[config.mk]
export PLATFORM = sky130hd
export DESIGN_NAME = bus_uart_tx
export DESIGN_NICKNAME = d
export VERILOG_FILES = /design/src/rtl/bus_uart_tx.sv
export SDC_FILE = /design/constraint.sdc
export NUM_CORES = 1
export LEC_CHECK = 0
export ABC_CLOCK_PERIOD_IN_PS = 3650
export CORE_AREA = 2 2 117 119
export CTS_CLUSTER_SIZE = 20
export DETAILED_ROUTE_END_ITERATION = 10
export DIE_AREA = 0 0 119 121
export GPL_TIMING_DRIVEN = 0
export HOLD_SLACK_MARGIN = 0.08
export PLACE_DENSITY_LB_ADDON = 0.25
export SKIP_LAST_GASP = 1
export SYNTH_ARGS = -nofsm -noshare
export SYNTH_HDL_FRONTEND = slang
export SYNTH_SLANG_ARGS = --single-unit
[constraint.sdc]
create_clock -name iwClk -period 3.65 [get_ports iwClk]
set_input_delay 0.365 -clock iwClk [delete_from_list [all_inputs] [get_ports iwClk]]
set_output_delay 0.365 -clock iwClk [all_outputs]
set_load 0.02 [all_outputs]
[src/rtl/bus_uart_tx.sv]
// bus_uart_tx
// Memory-mapped 8N1 UART transmitter on the core data bus. Software pushes
// bytes into a small TX FIFO through a 16-byte register window. A baud-rate
// state machine serialises the bytes onto a registered TX pin.
//
// Ports:
//   iwClk        single clock; all state updates on its rising edge
//   iwRst        synchronous, active-high reset
//   iwReadAddr   bus read address, decoded every cycle
//   iwWriteAddr  bus write address
//   iwWriteData  bus write data
//   iwWstrb      byte write strobes; all-zero means no write this cycle
//   owReadData   registered read data, one cycle after iwReadAddr
//   owTx         UART serial output, idle high
//
// Register window (word offset addr[3:2]):
//   0x0 TXDATA   write byte lane 0 pushes a byte; reads 0
//   0x4 STATUS   {16'b0, level[7:0], 4'b0, OVERFLOW, BUSY, EMPTY, FULL}
//                writing lane 0 with bit3 set clears OVERFLOW
//   0x8 DIVISOR  clocks per bit, lanes 0/1 writable
//   0xC          reserved; reads 0, writes ignored
module bus_uart_tx #(
  parameter logic [31:0] pBaseAddr       = 32'hF000_0000,
  parameter logic [15:0] pDefaultDivisor = 16'd217,
  parameter int          pFifoDepthLog2  = 3
) (
  input  logic        iwClk,
  input  logic        iwRst,
  input  logic [31:0] iwReadAddr,
  input  logic [31:0] iwWriteAddr,
  input  logic [31:0] iwWriteData,
  input  logic [3:0]  iwWstrb,
  output logic [31:0] owReadData,
  output logic        owTx
);

  localparam int cDepth = 1 << pFifoDepthLog2;
  localparam int cLvlW  = pFifoDepthLog2 + 1;
  localparam logic [pFifoDepthLog2-1:0] cPtrOne  = 1;
  localparam logic [cLvlW-1:0]          cLvlOne  = 1;
  localparam logic [cLvlW-1:0]          cLvlFull = cLvlW'(cDepth);

  typedef enum logic [1:0] {
    sIdle,
    sStart,
    sData,
    sStop
  } tState;

  // FIFO storage and bookkeeping
  logic [7:0]                fifoMem [cDepth];
  logic [pFifoDepthLog2-1:0] wrPtrReg;
  logic [pFifoDepthLog2-1:0] rdPtrReg;
  logic [cLvlW-1:0]          levelReg;
  logic                      overflowReg;
  logic [15:0]               divisorReg;

  // Transmit state machine
  tState       stateReg;
  logic [15:0] baudCntReg;
  logic [2:0]  bitIdxReg;
  logic [7:0]  shiftReg;
  logic        txReg;
  logic [31:0] readDataReg;

  // Bus decode
  logic        wrInWindow;
  logic        rdInWindow;
  logic        wrTxData;
  logic        wrOvfClear;
  logic        wrDivLo;
  logic        wrDivHi;
  logic        fifoFull;
  logic        fifoEmpty;
  logic        busy;
  logic        bitDone;
  logic        pop;
  logic        pushOk;
  logic        pushDrop;
  logic [15:0] effDiv;
  logic [31:0] readMux;
  logic        unusedBits;

  assign wrInWindow = (iwWriteAddr[31:4] == pBaseAddr[31:4]);
  assign rdInWindow = (iwReadAddr[31:4] == pBaseAddr[31:4]);

  assign wrTxData   = wrInWindow && (iwWriteAddr[3:2] == 2'd0) && iwWstrb[0];
  assign wrOvfClear = wrInWindow && (iwWriteAddr[3:2] == 2'd1) && iwWstrb[0] && iwWriteData[3];
  assign wrDivLo    = wrInWindow && (iwWriteAddr[3:2] == 2'd2) && iwWstrb[0];
  assign wrDivHi    = wrInWindow && (iwWriteAddr[3:2] == 2'd2) && iwWstrb[1];

  assign fifoFull  = (levelReg == cLvlFull);
  assign fifoEmpty = (levelReg == '0);
  assign busy      = (stateReg != sIdle);

  // A zero divisor behaves as one clock per bit.
  assign effDiv  = (divisorReg == 16'd0) ? 16'd1 : divisorReg;
  assign bitDone = (baudCntReg == 16'd1);

  // The FSM pops when idle, or at the very end of a stop bit so the next
  // start bit follows without an idle gap.
  assign pop = !fifoEmpty &&
               ((stateReg == sIdle) || ((stateReg == sStop) && bitDone));

  // A same-cycle pop frees a slot for the push even when full.
  assign pushOk   = wrTxData && (!fifoFull || pop);
  assign pushDrop = wrTxData && fifoFull && !pop;

  assign unusedBits = ^{iwReadAddr[1:0], iwWriteAddr[1:0],
                        iwWriteData[31:16], iwWstrb[3:2]};

  // FIFO storage is written without reset so it maps onto RAM.
  always_ff @(posedge iwClk) begin
    if (pushOk) begin
      fifoMem[wrPtrReg] <= iwWriteData[7:0];
    end
  end

  always_ff @(posedge iwClk) begin
    if (iwRst) begin
      wrPtrReg <= '0;
      rdPtrReg <= '0;
      levelReg <= '0;
    end else begin
      if (pushOk) begin
        wrPtrReg <= wrPtrReg + cPtrOne;
      end
      if (pop) begin
        rdPtrReg <= rdPtrReg + cPtrOne;
      end
      if (pushOk && !pop) begin
        levelReg <= levelReg + cLvlOne;
      end else if (pop && !pushOk) begin
        levelReg <= levelReg - cLvlOne;
      end
    end
  end

  // OVERFLOW is sticky; a drop in the same cycle as a clear wins.
  always_ff @(posedge iwClk) begin
    if (iwRst) begin
      overflowReg <= 1'b0;
    end else if (pushDrop) begin
      overflowReg <= 1'b1;
    end else if (wrOvfClear) begin
      overflowReg <= 1'b0;
    end
  end

  always_ff @(posedge iwClk) begin
    if (iwRst) begin
      divisorReg <= pDefaultDivisor;
    end else begin
      if (wrDivLo) begin
        divisorReg[7:0] <= iwWriteData[7:0];
      end
      if (wrDivHi) begin
        divisorReg[15:8] <= iwWriteData[15:8];
      end
    end
  end

  // txReg follows the current state, so the pin lags the state by one
  // cycle uniformly; every bit still lasts exactly effDiv clocks.
  always_ff @(posedge iwClk) begin
    if (iwRst) begin
      stateReg   <= sIdle;
      baudCntReg <= 16'd0;
      bitIdxReg  <= 3'd0;
      shiftReg   <= 8'd0;
      txReg      <= 1'b1;
    end else begin
      case (stateReg)
        sIdle: begin
          txReg <= 1'b1;
          if (pop) begin
            shiftReg   <= fifoMem[rdPtrReg];
            baudCntReg <= effDiv;
            stateReg   <= sStart;
          end
        end
        sStart: begin
          txReg <= 1'b0;
          if (bitDone) begin
            bitIdxReg  <= 3'd0;
            baudCntReg <= effDiv;
            stateReg   <= sData;
          end else begin
            baudCntReg <= baudCntReg - 16'd1;
          end
        end
        sData: begin
          txReg <= shiftReg[0];
          if (bitDone) begin
            baudCntReg <= effDiv;
            shiftReg   <= {1'b0, shiftReg[7:1]};
            if (bitIdxReg == 3'd7) begin
              stateReg <= sStop;
            end else begin
              bitIdxReg <= bitIdxReg + 3'd1;
            end
          end else begin
            baudCntReg <= baudCntReg - 16'd1;
          end
        end
        sStop: begin
          txReg <= 1'b1;
          if (bitDone) begin
            if (pop) begin
              shiftReg   <= fifoMem[rdPtrReg];
              baudCntReg <= effDiv;
              stateReg   <= sStart;
            end else begin
              baudCntReg <= 16'd0;
              stateReg   <= sIdle;
            end
          end else begin
            baudCntReg <= baudCntReg - 16'd1;
          end
        end
        default: begin
          txReg    <= 1'b1;
          stateReg <= sIdle;
        end
      endcase
    end
  end

  // Reads see register state from before this edge, so a same-cycle write
  // to the addressed register returns the old value.
  always_comb begin
    readMux = 32'd0;
    if (rdInWindow) begin
      case (iwReadAddr[3:2])
        2'd1:    readMux = {16'd0, 8'(levelReg), 4'd0,
                            overflowReg, busy, fifoEmpty, fifoFull};
        2'd2:    readMux = {16'd0, divisorReg};
        default: readMux = 32'd0;
      endcase
    end
  end

  always_ff @(posedge iwClk) begin
    if (iwRst) begin
      readDataReg <= 32'd0;
    end else begin
      readDataReg <= readMux;
    end
  end

  assign owReadData = readDataReg;
  assign owTx       = txReg;

endmodule

==> run_results.csv <==
group,metric,value,unit
worst_setup_path,arrival,3680,ps
cells_and_area,final_area,8320,µm²
synth,ys_top_cells_by_area,"edfxtp_1 30%, dfxtp_1 23%, mux4_2 5.6%",
die,die-width,119,µm
die,coreArea,13100,µm²
die,die_y,121,µm
timing,setup_viol,0,
cells_and_area,syn2layout_area_growth,28.3,%
placed_design,dp_hpwl,11800,µm
placed_design,pre_cts_slack,40.6,ps
placed_design,globalplace.congestion,0.882,
global_routing,grt_pass1_vias,5217,
die,ioPinCount,135,
clock_network,insertion_delay,420,ps
placed_design,port_buffers,95,
detailed_routing,routed_via_density,5.83,
global_routing,grt_max_degree,17,
cells_and_area,diodes,0,
global_routing,antenna_found_initial,0,
synth,synth-async-reset-ratio,0,%
worst_setup_path,end_kind,"register",
global_routing,grt_first_pass_wirelength,26400,µm
synth,synth_edf_count,64,
clock_network,htreeDepth,4,
synth,syn-cell-area,6490,µm²
detailed_routing,drt_iter0_drc,334,
clock_network,ctsHoldBuffers,0,
detailed_routing,drc,0,
synth,yosysSeqAreaShare,53.1,%
worst_setup_path,worstPathMaxFanout,9,
cells_and_area,layoutNonFillerInstCount,890,
worst_setup_path,startpoint_type,"register",
detailed_routing,postRouteAntennaNets,0,
synth,ys.flop_type,"dfxtp_1",
timing,fin_crit,3340,ps
timing,worst_slack,313,ps
die,start_util,49.6,%
power_and_ir_drop,powerDensity,692,nW/µm²
synth,synth_top_area_share,29.6,%
placed_design,place_area,7710,µm²
synth,syn_inst,571,
die,dieArea,14400,µm²
synth,ys_types,67,
synth,ys_seq_elements,140,
timing,worst_pin_slew,852,ps
timing,drv_slew,0,
detailed_routing,vias,5187,
timing,finalSetupTns,0,ps
placed_design,dp_cells,857,
synth,yosys_warnings,0,
worst_setup_path,cp.required,3990,ps
hold_path,hold_path.class,"reg -> reg",
timing,skew,7.76,ps
clock_network,cts_buffers,17,
cells_and_area,drive_gt1_share,13.0,%
power_and_ir_drop,p_leak,2.93,nW
detailed_routing,wl_per_cell,18.5,µm
cells_and_area,fin_util,63.6,%
timing,whs,475,ps
run,drv_cap,0,
timing,relSlewSlack,43.0,%
synth,netlist.top_cell.by_area,"edfxtp_1",
power_and_ir_drop,peakVddDrop,0.378,mV
detailed_routing,first_pass_iters,7,
timing,rsz0062_at_grt,"false",
clock_network,cts.sink_count,140,
power_and_ir_drop,totalPowerFinal,5.75,mW
clock_network,cts_tree,"built",
timing,period_share,91.4,%
timing,fmax,300,MHz
clock_network,postCtsSetupRepairBufs,0,
clock_network,cts-resized-gates,0,
global_routing,grt_overflow,0,
global_routing,grt_usage,23.9,%
clock_network,clk_pin_slew,60,ps
die,row_count,42,
outcome,status,"completed",
synth,avgSynthCellArea,11.4,µm²
detailed_routing,drt_wl_total,16500,µm
clock_network,cts_buffer_depth,2,
cells_and_area,fin_nets,820,
clock_network,root_buffer,"clkbuf_16",
timing,hold_violations,0,
worst_setup_path,critical_path_class,"reg -> reg",
-- path summary, 6_finish.rpt --
check                             startpoint                   endpoint  slack [ps]  cells past startpoint
hold reg to reg    bitIdxReg[1]$_SDFFE_PP0P_  bitIdxReg[1]$_SDFFE_PP0P_         480                      2
hold / removal     bitIdxReg[1]$_SDFFE_PP0P_  bitIdxReg[1]$_SDFFE_PP0P_         480                      2
setup / recovery  baudCntReg[1]$_SDFFE_PP0N_   levelReg[3]$_SDFFE_PP0P_         310                     15
setup reg to reg  baudCntReg[1]$_SDFFE_PP0N_   levelReg[3]$_SDFFE_PP0P_         310                     15
-- Yosys cell counts, types with 2 or more instances --
library cell	n
a31o_2	2
o22ai_1	3
nand3_2	2
nor4b_1	5
mux2i_1	27
o21ai_1	18
a22oi_1	9
nor2_1	40
a221o_1	4
nor2b_1	4
and3_1	13
nand2_1	22
buf_4	18
or4_1	5
buf_2	6
a31oi_1	3
mux4_2	16
a21oi_1	33
and4_1	2
o21ai_2	2
or2_2	2
inv_1	19
nor4_4	2
a21o_1	7
buf_1	3
o2bb2ai_1	4
nand3_1	13
nand2b_1	24
ha_1	16
nor4_1	21
nand4_1	8
nor3_1	11
or3_1	5
edfxtp_1	64
dfxtp_1	76
o21ai_0	12
clkbuf_1	17
xnor2_1	4
-- registers in the layout, indices dropped and copies added (netlist names), 3 cells and up, named ones only --
| name | flops |
|---|---|
| baudCntReg | 16 |
| bitIdxReg | 3 |
| divisorReg | 16 |
| fifoMem | 64 |
| levelReg | 4 |
| owReadData | 16 |
| rdPtrReg | 3 |
| shiftReg | 8 |
| wrPtrReg | 3 |
-- logic make-up (layout without fill, tap and decap cells) --
logic type	count (synthesis)	after routing	synth area share (%)
muxes	44	44	9.90
DFF	140	140	53.1
buffers and inverters	64	192	4.98
AOI/OAI and AO/OA	112	112	11.2
and+or+nand+nor	188	188	16.8
xor gates and xnor gates	5	5	0.675
adders and majority gates	17	17	3.40
other	1	16	0.0578
-- critical path, cell delays in order (launching register included) --
cell and delay (ps):
dfxtp_1 330, inv_1 100, ha_1 180, nor4b_1 290
and4_1 230, buf_4 180, a21o_2 220, and3_1 230
ha_1 220, inv_1 110, ha_1 290, a21o_1 180
a21oi_1 170, xnor2_1 110, or3_1 310, a21oi_1 140
-- power breakdown --
group | internal [mW] | switching, mW
Clock | 1.08 | 0.672
Combinational | 0.867 | 1.19
Sequential | 1.79 | 0.157
-- routing by layer --
metal  track usage (%)  share of wire, %  wire [µm]  vias to the layer above
met5                 0                 0          0                        -
met4              7.89               1.7        276                        0
met3              5.78               7.8       1280                       30
met2              39.8                48       7970                      275
met1              30.8                42       6940                     2496
li1                  -                 -          -                     2386
-- cell type report --
| class | instances | area [µm²] |
|---|---|---|
| Inverter | 19 | 71.3 |
| Multi-Input combinational cell | 382 | 2780 |
| Fill cell | 1018 | 4760 |
| Tap cell | 176 | 220 |
| Sequential cell | 140 | 3440 |
| Clock buffer | 18 | 429 |
| Buffer | 45 | 251 |
| Clock inverter | 14 | 168 |
| Timing Repair Buffer | 96 | 956 |
-- placed cells by master (no fill, tap or decap), drive strengths merged, types with 3 or more instances in the layout --
cell,synthesis,routed
o2bb2ai,4,4
bufinv,0,3
a31oi,3,3
xnor2,4,4
nand2b,24,24
nor4,24,24
clkdlybuf4s50,0,95
o21ai,32,32
clkinvlp,0,3
clkinv,0,5
a21o,7,7
nor3,12,12
clkbuf,17,35
a221o,4,4
edfxtp,64,64
nand2,22,22
dfxtp,76,76
nand4,8,8
or4,6,6
mux4,16,16
a21oi,34,34
nand3,15,15
and3,13,13
ha,16,16
nor2,40,40
a22oi,9,9
conb,1,16
inv,19,22
mux2i,27,27
or3,6,6
buf,28,29
nor4b,6,6
nor2b,4,4
o22ai,3,3
(Power assumes the default switching activity.)
